==> src/rtl/seg_scan_ctrl.sv <==
// seg_scan_ctrl
// Scan controller for a bank of up to five seven-segment digits. It holds
// one BCD value per digit and shows the digits one at a time. A blanking
// phase sits between two digits so that the previous pattern cannot ghost
// onto the next digit.
//
// Parameters:
//   DIGITS  number of digits scanned (2..5). Unused SEG_SEL bits stay 0.
//   DIV     clk cycles per scan tick (>= 2). Each SHOW and each BLANK
//           phase lasts DIV cycles.
//
// Ports:
//   clk         system clock, rising edge
//   rst         synchronous reset, active-high; also clears the digit bank
//   wr_en       write strobe for the digit bank
//   wr_addr     digit index to write (0 = least significant); indices
//               >= DIGITS are ignored
//   wr_data     BCD value to store
//   SEG_SEL     one-hot digit enable, registered
//   SEG_DATA    segment pattern (bit0 = a .. bit6 = g, bit7 = dp = 0),
//               registered
//   frame_done  one-cycle pulse, aligned with the outputs leaving the last
//               digit's SHOW phase
//
// Optional feature (compile-time macro SEG_LEADZERO_BLANK_EN):
//   When defined, leading zero digits above digit 0 are blanked.
//   Digit 0 is always shown.
module seg_scan_ctrl #(
    parameter int DIGITS = 5,
    parameter int DIV    = 1000
) (
    input  logic       clk,
    input  logic       rst,
    input  logic       wr_en,
    input  logic [2:0] wr_addr,
    input  logic [3:0] wr_data,
    output logic [4:0] SEG_SEL,
    output logic [7:0] SEG_DATA,
    output logic       frame_done
);

    localparam int CW = $clog2(DIV);

    typedef enum logic {
        ST_BLANK = 1'b0,
        ST_SHOW  = 1'b1
    } state_t;

    // BCD to segment pattern; 10..15 decode to blank.
    function automatic logic [7:0] seg_decode(input logic [3:0] v);
        logic [7:0] p;
        case (v)
            4'd0:    p = 8'b0011_1111;
            4'd1:    p = 8'b0000_0110;
            4'd2:    p = 8'b0101_1011;
            4'd3:    p = 8'b0100_1111;
            4'd4:    p = 8'b0110_0110;
            4'd5:    p = 8'b0110_1101;
            4'd6:    p = 8'b0111_1101;
            4'd7:    p = 8'b0000_0111;
            4'd8:    p = 8'b0111_1111;
            4'd9:    p = 8'b0110_1111;
            default: p = 8'b0000_0000;
        endcase
        return p;
    endfunction

    // ------------------------------------------------------------------
    // Digit bank
    // ------------------------------------------------------------------
    logic [3:0] bank_reg [DIGITS];

    generate
        for (genvar gi = 0; gi < DIGITS; gi++) begin : g_bank
            // Addresses >= DIGITS never match any entry, so they are ignored.
            always_ff @(posedge clk) begin
                if (rst) begin
                    bank_reg[gi] <= 4'd0;
                end else if (wr_en && (wr_addr == 3'(gi))) begin
                    bank_reg[gi] <= wr_data;
                end
            end
        end
    endgenerate

    // ------------------------------------------------------------------
    // Prescaler
    // ------------------------------------------------------------------
    logic [CW-1:0] count_reg;
    logic          tick;

    assign tick = (count_reg == CW'(DIV - 1));

    always_ff @(posedge clk) begin
        if (rst || tick) begin
            count_reg <= '0;
        end else begin
            count_reg <= count_reg + CW'(1);
        end
    end

    // ------------------------------------------------------------------
    // Scan FSM: state register
    // ------------------------------------------------------------------
    state_t     state_reg, state_next;
    logic [2:0] idx_reg, idx_next;

    always_ff @(posedge clk) begin
        if (rst) begin
            state_reg <= ST_BLANK;
            // Starting on the last digit makes the first BLANK->SHOW wrap to 0.
            idx_reg   <= 3'(DIGITS - 1);
        end else begin
            state_reg <= state_next;
            idx_reg   <= idx_next;
        end
    end

    // ------------------------------------------------------------------
    // Scan FSM: next-state logic
    // ------------------------------------------------------------------
    always_comb begin
        state_next = state_reg;
        idx_next   = idx_reg;
        if (tick) begin
            case (state_reg)
                ST_SHOW: state_next = ST_BLANK;
                default: begin
                    state_next = ST_SHOW;
                    idx_next   = (idx_reg == 3'(DIGITS - 1)) ? 3'd0 : idx_reg + 3'd1;
                end
            endcase
        end
    end

    // ------------------------------------------------------------------
    // Value of the digit currently selected, plus leading-zero suppression
    // ------------------------------------------------------------------
    logic [3:0] cur_val;
    logic       cur_blank;

    always_comb begin
        cur_val = 4'd0;
        for (int i = 0; i < DIGITS; i++) begin
            if (idx_reg == 3'(i)) begin
                cur_val = bank_reg[i];
            end
        end
    end

`ifdef SEG_LEADZERO_BLANK_EN
    // upper_zero[i] is set when digit i and every digit above it hold 0.
    logic [DIGITS:1] upper_zero;

    assign upper_zero[DIGITS] = 1'b1;

    generate
        for (genvar gi = 1; gi < DIGITS; gi++) begin : g_lead_zero
            assign upper_zero[gi] = (bank_reg[gi] == 4'd0) && upper_zero[gi+1];
        end
    endgenerate

    always_comb begin
        cur_blank = 1'b0;
        for (int i = 1; i < DIGITS; i++) begin
            if ((idx_reg == 3'(i)) && upper_zero[i]) begin
                cur_blank = 1'b1;
            end
        end
    end
`else
    assign cur_blank = 1'b0;
`endif

    // ------------------------------------------------------------------
    // Scan FSM: output logic (registered one cycle later)
    // ------------------------------------------------------------------
    logic [4:0] sel_next,  sel_reg;
    logic [7:0] data_next, data_reg;
    logic       fd_next,   fd_stage_reg, frame_done_reg;

    always_comb begin
        sel_next  = 5'd0;
        data_next = 8'd0;
        if (state_reg == ST_SHOW) begin
            sel_next  = 5'd1 << idx_reg;
            data_next = cur_blank ? 8'd0 : seg_decode(cur_val);
        end
        // Marks the tick that ends the last digit's SHOW phase.
        fd_next = tick && (state_reg == ST_SHOW) && (idx_reg == 3'(DIGITS - 1));
    end

    // frame_done goes through two flops so it lines up with SEG_SEL/SEG_DATA,
    // which lag the FSM state by one cycle.
    always_ff @(posedge clk) begin
        if (rst) begin
            sel_reg        <= 5'd0;
            data_reg       <= 8'd0;
            fd_stage_reg   <= 1'b0;
            frame_done_reg <= 1'b0;
        end else begin
            sel_reg        <= sel_next;
            data_reg       <= data_next;
            fd_stage_reg   <= fd_next;
            frame_done_reg <= fd_stage_reg;
        end
    end

    assign SEG_SEL    = sel_reg;
    assign SEG_DATA   = data_reg;
    assign frame_done = frame_done_reg;

endmodule

==> config.mk <==
export PLATFORM = sky130hd
export DESIGN_NAME = seg_scan_ctrl
export DESIGN_NICKNAME = d
export VERILOG_FILES = /design/src/rtl/seg_scan_ctrl.sv
export SDC_FILE = /design/constraint.sdc
export NUM_CORES = 1
export LEC_CHECK = 0
export CORE_MARGIN = 2
export CORE_UTILIZATION = 40
export CTS_BUF_LIST = sky130_fd_sc_hd__clkbuf_4 sky130_fd_sc_hd__clkbuf_8 sky130_fd_sc_hd__clkbuf_16
export CTS_CLUSTER_SIZE = 16
export DETAILED_ROUTE_END_ITERATION = 10
export REMOVE_ABC_BUFFERS = 1
export SKIP_CTS_REPAIR_TIMING = 1
export SLEW_MARGIN = 20
export SYNTH_ARGS = -nofsm -noshare
export SYNTH_HDL_FRONTEND = slang
export SYNTH_SLANG_ARGS = --single-unit
export TNS_END_PERCENT = 1
==> constraint.sdc <==
create_clock -name clk -period 2.8 [get_ports clk]
set_input_delay 0.56 -clock clk [delete_from_list [all_inputs] [get_ports clk]]
set_output_delay 0.56 -clock clk [all_outputs]
set_load 0.02 [all_outputs]
Yosys cells after proc, flatten, opt, wreduce, memory -nomap -nowiden
Memories as Yosys holds them, arrays and structs flattened. A register that Yosys moved wholly into a read port is not among the register bits.
Cells that the tools add are included.
- memory bits (writable): 20
- register bits: 29
- word-level logic and storage cells: 68
- bits of input ports: 10
- memories: 2
- bits in read-only memories: 112
- output and inout port bits: 14
- memory list (memory ; depth ; bits a word ; read ports ; clocked after memory_dff ; write ports ; RTL line ; source):
    (no name shown) ; 16 ; 7 ; 1 ; 1 ; 0 ; 52 ; case (v)
    bank_reg ; 5 ; 4 ; 5 ; 0 ; 5 ; 71 ; logic [3:0] bank_reg [DIGITS];
- shifts and indexed selects: 1
- equal/unequal tests: 9
- reductions and logical operators: 12
- $add $sub $neg: 2
- multiplexer cells: 29
- bitwise gates (word level): 6
- operators with widths (cell ; count):
    4-bit two-way mux ; 10
    1-bit two-way mux ; 18
    3-bit by 2-bit == test with 1-bit output (second input constant) ; 4
    10-bit by 1-bit adder with 10-bit output (second input constant) ; 1
    10-bit == test (second input constant) ; 1
    1-bit logical AND ; 7
    3-bit by 1-bit == test with 1-bit output (second input constant) ; 2
    3-bit == test (second input constant) ; 2
    3-bit zero test ; 2
    1-bit bitwise OR ; 5
    1-bit by 3-bit left shift with 5-bit output (first input constant) ; 1
    3-bit by 1-bit adder with 3-bit output (second input constant) ; 1
    3-bit two-way mux ; 1
    2-bit AND reduction ; 1
    2-bit OR reduction ; 1
    1-bit logical OR ; 1
    1-bit NOT ; 1

Logic depth before layout (Yosys ltp)
Gate-level depths: netlist (run 1).
- depth after elaboration: 6
- depth in mapped cells: 10
- mapped depth without buffers: 9

Worst setup path after synthesis (run 1)
Ideal clock, no wire load.
- path kind: register -> register
- from: reg idx_reg[0]
- to: reg data_reg[6], in the netlist SEG_DATA[6]
- period minus slack after synthesis: 2.191 ns
- path buffers: 1
- data required time: 2.725 ns
- path slack: 0.609 ns
- library setup time: 0.075 ns
- cell stages (with the launch flop): 9
- arrival: 2.116 ns
- cells stage by stage: dfxtp_1 -> inv_1 -> ha_1 -> and2_1 -> buf_6 -> a221o_1 -> ha_1 -> or3_1 -> o22ai_1
- word-level cells in the longest chain between the ends: 6
- elaborated cells between the ends (all ways): 10
- those cells by class: eq/ne (4); mux (5); reduce/logical (1)
- RTL lines (item ; RTL line ; source):
    start: declaration ; 106 ; logic [2:0] idx_reg, idx_next;
    start signal: assignment ; 112 ; idx_reg <= 3'(DIGITS - 1);
    start signal: assignment ; 115 ; idx_reg <= idx_next;
    3-bit zero test ; 145 ; if (idx_reg == 3'(i)) begin
    4-bit two-way mux (4 in series) ; 145 ;
    4-bit two-way mux * ; 145 ;
    end: declaration ; 179 ; logic [7:0] data_next, data_reg;
Mark *: on every way between the ends. The rest lies on a longest branch, timed or not.
A chain may end at the register's enable or synchronous reset.

Worst setup path after layout (run 1)
Ends and elaborated chain as after synthesis.

==> results.env, run 1 <==
REG2REG_FROM='idx_reg[0]'
GRTUSAGEMET3_PCT=4.09
FINALCOREUTILIZATION_PCT=48.0
NETLIST.AREA_LEADER.SHARE_PCT=26.8
TIMING.FINAL.CRIT_SHARE_PCT=86.7
DRC_ERRORS=0
SYNTH_AREA_PER_CELL_UM2=10.8
GRT_FIRST_PASS_WIRELENGTH_UM=7350
TIMING.CRITICAL_PATH.DEPTH=7
MAXSLEWVIOLCOUNT=0
CORE-AREA_MM2=0.00547
WORST_HOLD_PATH_TYPE='flop to flop'
ANTENNA_FOUND_INITIAL=0
DP_HPWL_UM=3110
LAYOUT.AREA.SEQ_MM2=0.00116
GROUTE.LAYER.MET2.USAGE_PCT=23.9
CLKLATENCYLATEPIN_NS=0.30
CRIT_FANOUT=8
TIMING.CRITICAL_PATH.FROM='idx_reg[0]'
INITIALDRTVIOLATIONCOUNT=131
GRT_USE_MET1_PCT=21.3
N_ANTENNA_CELL=0
RR_ENDPOINT='SEG_DATA[6]'
TIMING.REG2REG.SETUP_SLACK_NS=0.37
SYNTHESIS.AREA_MM2=0.00224
MOST_INSTANTIATED_LIBRARY_CELL_AFTER_SYNTHESIS='sky130_fd_sc_hd__dfxtp_1'
TRITONCTS='yes'
FINALNONFILLERCELLS=304
LARGEST_REGISTER_FF_COUNT=20
SYNTH.CELLS.MOST_FREQUENT='sky130_fd_sc_hd__dfxtp_1, sky130_fd_sc_hd__and2_1, sky130_fd_sc_hd__edfxtp_1'
DIE-HEIGHT_UM=78.9
P_LEAK_nW=0.976
NUM_VIAS=1515
YOSYS_MOST_USED_DFF='sky130_fd_sc_hd__dfxtp_1'
GLOBALROUTE.BUSIESTLAYER='met2'
DPL.CELL_COUNT=296
WORSTPATHREQUIRED_NS=3.02
MAX-CLOCK-PATH-BUFFERS=2
TIGHTESTPINTRANSITION_NS=0.647
CLOCK_H_TREE_LEVELS=2
EFFECTIVE_UTILIZATION_AT_FLOORPLAN_PCT=41.0
SINK_COUNT=48
DRT-WIRELENGTH-PER-CELL_UM=13.7
FINALWEIGHTEDCONGESTION=0.779
YS_TOP_CELLS_BY_AREA='sky130_fd_sc_hd__edfxtp_1, sky130_fd_sc_hd__dfxtp_1, sky130_fd_sc_hd__and2_1, sky130_fd_sc_hd__ha_1, sky130_fd_sc_hd__nor2_1'
FAMILY_WITH_THE_MOST_DELAY_ON_THE_WORST_PATH='simple AND/OR/NAND/NOR gates'
UNREPAIRED_SETUP_ENDPOINTS_AFTER_GLOBAL_ROUTING='no'
ROUTED_WL_UM=4160
GRT_START_MAX_NET_PINS=15
TIMING.CRITICAL_PATH.FROM_TYPE='flop'
WHS_PATH_DEPTH=1
R2R.WORST_PATH.CELLS=7
SYNTHESIS_TO_FINISH_AREA_GROWTH_PCT=16.9
AREA_TAKEN_BY_MULTI_INPUT_LOGIC_GATES_UM2=995
FMAX_MHz=412
DRT.ANTENNA.VIOLATING_NETS=0
SYNTH_SEQUENTIAL_AREA_RATIO_PCT=51.7
LAYOUT.NETS=249
SYNTH_CELL_TYPES=48
POWER.IR.VDD_WORST_V=0.000206
TIMING.CRITICAL_PATH.TO='SEG_DATA[6]'
FINAL-SETUP-VIOL-COUNT=0
SKEW_NS=0.00742
RELSLEWSLACK_PCT=56.5
ASYNCSETRESETFLOPFRACSYNTH_PCT=0
TIMING.CRITICAL_PATH.MODE_CELL='sky130_fd_sc_hd__ha_1'
CLOCK-ROOT-BUFFER='sky130_fd_sc_hd__clkbuf_8'
TIMING.CRITICAL_PATH.TO_TYPE='flop'
SYNTH_TOP_CELL_BY_AREA='sky130_fd_sc_hd__edfxtp_1'
MEAN_NUMBER_OF_VIAS_PER_CELL=4.98
FLOORPLAN.ROWS=27
FINAL.MIN_CLOCK_PERIOD_NS=2.43
GRT_OVERFLOW_TOTAL=0
DRTPASS1ITERATIONS=4
CRITPATHARRIVALTIME_NS=2.65
FP.DIEAREA_MM2=0.00623
CHIPWIDTH_UM=78.9
CRITICALPATHCATEGORY='flop to flop'
WORST_SETUP_HOLD_PATH_CLK_SLEW_NS=0.09
YS.WARNINGS.COUNT=0
CAP_VIOL_MAX_COUNT=0
STATUS='finished, final reports clean'
CTS_INSERTED_BUFFERS=5
POWER_DENSITY_mW_PER_MM2=505
REPORT.FINAL.HOLD_VIOL_COUNT=0
COUNT_OF_FILLER_CELLS_INSERTED_IN_THE_LAYOUT=518
GRT.TOTAL_USAGE_PCT=15.4
GRT_PASS1_VIAS=1472
YS_SEQ_ELEMENTS=48
CRITICAL_PATH_MAX_STAGE_DELAY_NS=0.43
PORT_BUFFERS=22
NUMBER_OF_STANDARD_CELLS_AFTER_SYNTHESIS=207
PIN_COUNT=24
PATH_BUF_INV=1
FINAL.SETUP.TNS_NS=0
FINAL_LAYOUT_SIZE_SUFFIX_GT1_SHARE_PCT=11.6
SYNTH_ENABLE_FLOP_CELLS=20
WORST_PATH_CELL_TRACE='inv_1, ha_1, and2_1, a221o_1, ha_1, or3_1, o22ai_1'
CP_SLOWEST_CELL='sky130_fd_sc_hd__dfxtp_1'
worst min-delay path by stage:
stage	start	to	slack, ns
6_report	count_reg[0]	count_reg[0]	0.45
5_1_grt	count_reg[0]	count_reg[0]	0.47
4_1_cts	count_reg[0]	count_reg[0]	0.45
3_5_place_dp	fd_stage_reg	frame_done	0.44
3_3_place_gp	fd_stage_reg	frame_done	0.42
2_1_floorplan	fd_stage_reg	frame_done	0.41
routing by layer:
metal / vias to the layer above / wire (µm)
met1: 700 / 1980
met4: 0 / 54
li1: 783 / -
met3: 6 / 136
met5: - / 0
met2: 26 / 1990
per-stage QoR:
stage	power [mW]	setup WS, ns	cell area (µm²)	hold slack [ns]
after floorplan	0.825	0.614	2200	0.414
after global placement	0.863	0.477	2520	0.424
after detailed placement	0.863	0.402	2520	0.440
after CTS	1.34	0.379	2630	0.454
after global routing	1.38	0.193	2630	0.470
final	1.33	0.373	2630	0.452
layout by cell type, fill, tap and decap left out, types with 4 or more instances in the layout:
master                            synthesis  layout
sky130_fd_sc_hd__a21oi_1                  9       9
sky130_fd_sc_hd__and2_1                  21      21
sky130_fd_sc_hd__and3_1                   4       4
sky130_fd_sc_hd__clkbuf_8                 0       5
sky130_fd_sc_hd__clkdlybuf4s50_1          0      22
sky130_fd_sc_hd__dfxtp_1                 28      28
sky130_fd_sc_hd__edfxtp_1                20      20
sky130_fd_sc_hd__ha_1                     8       8
sky130_fd_sc_hd__inv_1                    9       9
sky130_fd_sc_hd__nand2_1                 11      11
sky130_fd_sc_hd__nor2_1                  18      18
sky130_fd_sc_hd__nor3_1                   5       5
sky130_fd_sc_hd__nor4_1                   7       7
sky130_fd_sc_hd__o21ai_0                  8       8
sky130_fd_sc_hd__xnor2_1                  5       5
sky130_fd_sc_hd__xor2_1                   4       4
area by class of cell:
class                           instances  share of cell area [%]
Clock buffer                            8                    4.15
Inverter                               10                    1.62
Multi-Input combinational cell        143                    37.9
Sequential cell                        48                    44.2
Tap cell                               72                    3.43
Timing Repair Buffer                   23                    8.67
logic make-up after synthesis:
logic type | Yosys count | share of synthesized area (%)
buffers and inverters | 16 | 3.96
muxes | 3 | 1.39
AOI/OAI and AO/OA | 33 | 11.9
and+or+nand+nor | 89 | 22.9
DFF | 48 | 51.7
adders and majority gates | 8 | 4.46
xor gates and xnor gates | 9 | 3.51
other | 1 | 0.167
power by group:
part,switching [mW],internal (mW),leakage (nW)
logic,0.0500,0.0364,0.499
clock network,0.227,0.251,0.0575
registers,0.0101,0.751,0.419
No activity file was read; power rests on OpenSTA's default activity.
==> run 2, diff against run 1 <==
==> constraint.sdc (replaced) <==
create_clock -name clk -period 2.8 [get_ports clk]
set_input_delay 0.42 -clock clk [delete_from_list [all_inputs] [get_ports clk]]
set_output_delay 0.42 -clock clk [all_outputs]
set_load 0.02 [all_outputs]
==> run 2 against run 1 <==
Final cell count unchanged. Clock power is 11% higher. Register-to-register slack is essentially flat. Core utilization up 0.34 points. Via count increased by 0.20%. Clock-buffer cell count is 1 lower.
==> results.env, run 2 (synthesis gave the netlist of run 1 again) <==
STATUS='finished, final reports clean'
POSTLAYOUTCELLAREA_MM2=0.00264  # +0.72%
EFFECTIVE_UTILIZATION_AT_FLOORPLAN_PCT=41.0  # unchanged
TIMING.FINAL.WS_SETUP_NS=0.385  # +0.0124 ns
GRT.TOTAL_USAGE_PCT=14.6  # -0.85 points
LAYOUT.AREA.SEQ_MM2=0.00116  # unchanged
PORT_BUFFERS=22  # unchanged
FINAL.MIN_CLOCK_PERIOD_NS=2.41  # -0.0124 ns
CRITICAL_PATH_MAX_STAGE_DELAY_NS=0.43  # about the same
FMAX_MHz=414  # +0.51%
R2R.WORST_PATH.CELLS=7  # unchanged
PATH_BUF_INV=1  # unchanged
FP.DIEAREA_MM2=0.00623  # unchanged
GRT_OVERFLOW_TOTAL=0  # unchanged
WORSTPATHREQUIRED_NS=3.03  # about the same
INITIALDRTVIOLATIONCOUNT=92  # -30%
TIMING.CRITICAL_PATH.DEPTH=7  # unchanged
CORE-AREA_MM2=0.00547  # unchanged
GRT_PASS1_VIAS=1474  # +0.14%
DRTPASS1ITERATIONS=4  # unchanged
LAYOUT.NETS=249  # unchanged
FLOORPLAN.ROWS=27  # unchanged
NUM_VIAS=1518  # +0.20%
GRT_START_MAX_NET_PINS=17  # +2
FAMILY_WITH_THE_MOST_DELAY_ON_THE_WORST_PATH='simple AND/OR/NAND/NOR gates'
MEAN_NUMBER_OF_VIAS_PER_CELL=4.99  # +0.20%
DESIGN_POWER_TOTAL_mW=1.38  # +4.0%
REPORT.FINAL.HOLD_VIOL_COUNT=0  # unchanged
TIMING.CRITICAL_PATH.MODE_CELL='sky130_fd_sc_hd__ha_1'
FINAL.HOLD.WORST_SLACK_NS=0.446  # -0.00651 ns
DP_HPWL_UM=3080  # -1.1%
FINAL.SETUP.TNS_NS=0  # unchanged
SINK_COUNT=48  # unchanged
MAX-CLOCK-PATH-BUFFERS=2  # unchanged
TIMING.FINAL.CRIT_SHARE_PCT=86.2  # -0.44 points
POWER.IR.VDD_WORST_V=0.000194  # -6.0%
ANTENNA_FOUND_INITIAL=0  # unchanged
RELSLEWSLACK_PCT=55.2  # -1.3 points
WHS_PATH_DEPTH=1  # unchanged
CRITPATHARRIVALTIME_NS=2.65  # about the same
PLACED_AREA_MM2=0.00252  # unchanged
DRT.ANTENNA.VIOLATING_NETS=0  # unchanged
N_ANTENNA_CELL=0  # unchanged
PLACEMENT.SETUP.WORST_SLACK_NS=0.402  # -0.000277 ns
TIMING.CRITICAL_PATH.FROM_TYPE='flop'
TRITONCTS='yes'
FINALCOREUTILIZATION_PCT=48.3  # +0.34 points
DIE-HEIGHT_UM=78.9  # unchanged
CRIT_FANOUT=8  # unchanged
SKEW_NS=0.00368  # -0.00374 ns
CLOCK_H_TREE_LEVELS=2  # unchanged
WORST_PATH_CELL_TRACE='inv_1, ha_1, and2_1, a221o_1, ha_1, or3_1, o22ai_1'
CRITICALPATHCATEGORY='flop to flop'
DRC_ERRORS=0  # unchanged
ROUTED_WL_UM=4060  # -2.4%
WORST_HOLD_PATH_TYPE='flop to flop'
CLKLATENCYLATEPIN_NS=0.30  # about the same
LAYOUT.CELLS.MOST_COMMON='sky130_fd_sc_hd__dfxtp_1'
UNREPAIRED_SETUP_ENDPOINTS_AFTER_GLOBAL_ROUTING='no'
FINAL_CELL_MIX='sky130_fd_sc_hd__dfxtp_1, sky130_fd_sc_hd__clkdlybuf4s50_1, sky130_fd_sc_hd__and2_1'
CAP_VIOL_MAX_COUNT=0  # unchanged
COUNT_OF_FILLER_CELLS_INSERTED_IN_THE_LAYOUT=543  # +4.8%
LARGEST_REGISTER_FF_COUNT=20  # unchanged
FINAL_LAYOUT_SIZE_SUFFIX_GT1_SHARE_PCT=11.6  # unchanged
DRT-WIRELENGTH-PER-CELL_UM=13.4  # -2.4%
AREA_TAKEN_BY_MULTI_INPUT_LOGIC_GATES_UM2=995  # unchanged
GRT_FIRST_PASS_WIRELENGTH_UM=6960  # -5.3%
SYNTHESIS_TO_FINISH_AREA_GROWTH_PCT=17.8
DPL.CELL_COUNT=296  # unchanged
WORST_SETUP_HOLD_PATH_CLK_SLEW_NS=0.09  # about the same
CHIPWIDTH_UM=78.9  # unchanged
CP_SLOWEST_CELL='sky130_fd_sc_hd__dfxtp_1'
P_LEAK_nW=0.984  # +0.78%
CTS_INSERTED_BUFFERS=5  # unchanged
MAXSLEWVIOLCOUNT=0  # unchanged
FINAL-SETUP-VIOL-COUNT=0  # unchanged
PIN_COUNT=24  # unchanged
FINALNONFILLERCELLS=304  # unchanged
CLOCK-ROOT-BUFFER='sky130_fd_sc_hd__clkbuf_8'
TIMING.CRITICAL_PATH.TO_TYPE='flop'
POWER_DENSITY_mW_PER_MM2=522  # +3.3%
FINALWEIGHTEDCONGESTION=0.766  # -1.7%
TIGHTESTPINTRANSITION_NS=0.666  # +0.0187 ns
-- run 2: worst reg2reg max path, delay by kind of cell (launching register included) --
kind / cells / cell delay, ns
AND/OR/NAND/NOR: 2 / 0.69
buffers and inverters: 1 / 0.12
adder cells (fa/ha/maj): 2 / 0.52
flip-flops: 1 / 0.43
AO/OA/AOI/OAI: 2 / 0.58
-- run 2: layout make-up --
class / instances / area share (%)
sequential: 48 / 43.9
multi-input combinational: 143 / 37.6
timing repair buffer: 23 / 8.61
clock buffer: 7 / 4.50
tap: 72 / 3.41
inverter: 10 / 1.61
clock inverter: 1 / 0.331
-- run 2: power breakdown --
part           internal [mW]  leakage (nW)  total (mW)  switching [mW]
Sequential             0.751         0.419       0.761          0.0105
Combinational         0.0363         0.499      0.0856          0.0492
Clock                  0.288        0.0651       0.532           0.244
-- run 2: per-layer routing --
| metal | track usage [%] | vias to the layer above | routed length, µm |
|---|---|---|---|
| met5 | 0 | - | 0 |
| met4 | 6.90 | 0 | 97 |
| met3 | 3.52 | 11 | 162 |
| met2 | 22.8 | 38 | 1880 |
| met1 | 19.0 | 693 | 1920 |
| li1 | - | 776 | - |
-- run 2: worst paths after layout --
kind,start,endpoint,slack [ns]
worst max register to register,idx_reg[0],SEG_DATA[6],0.39
worst min-delay path,fd_stage_reg,frame_done,0.45
worst max-delay path,idx_reg[0],SEG_DATA[6],0.39
worst min register to register,fd_stage_reg,frame_done,0.45
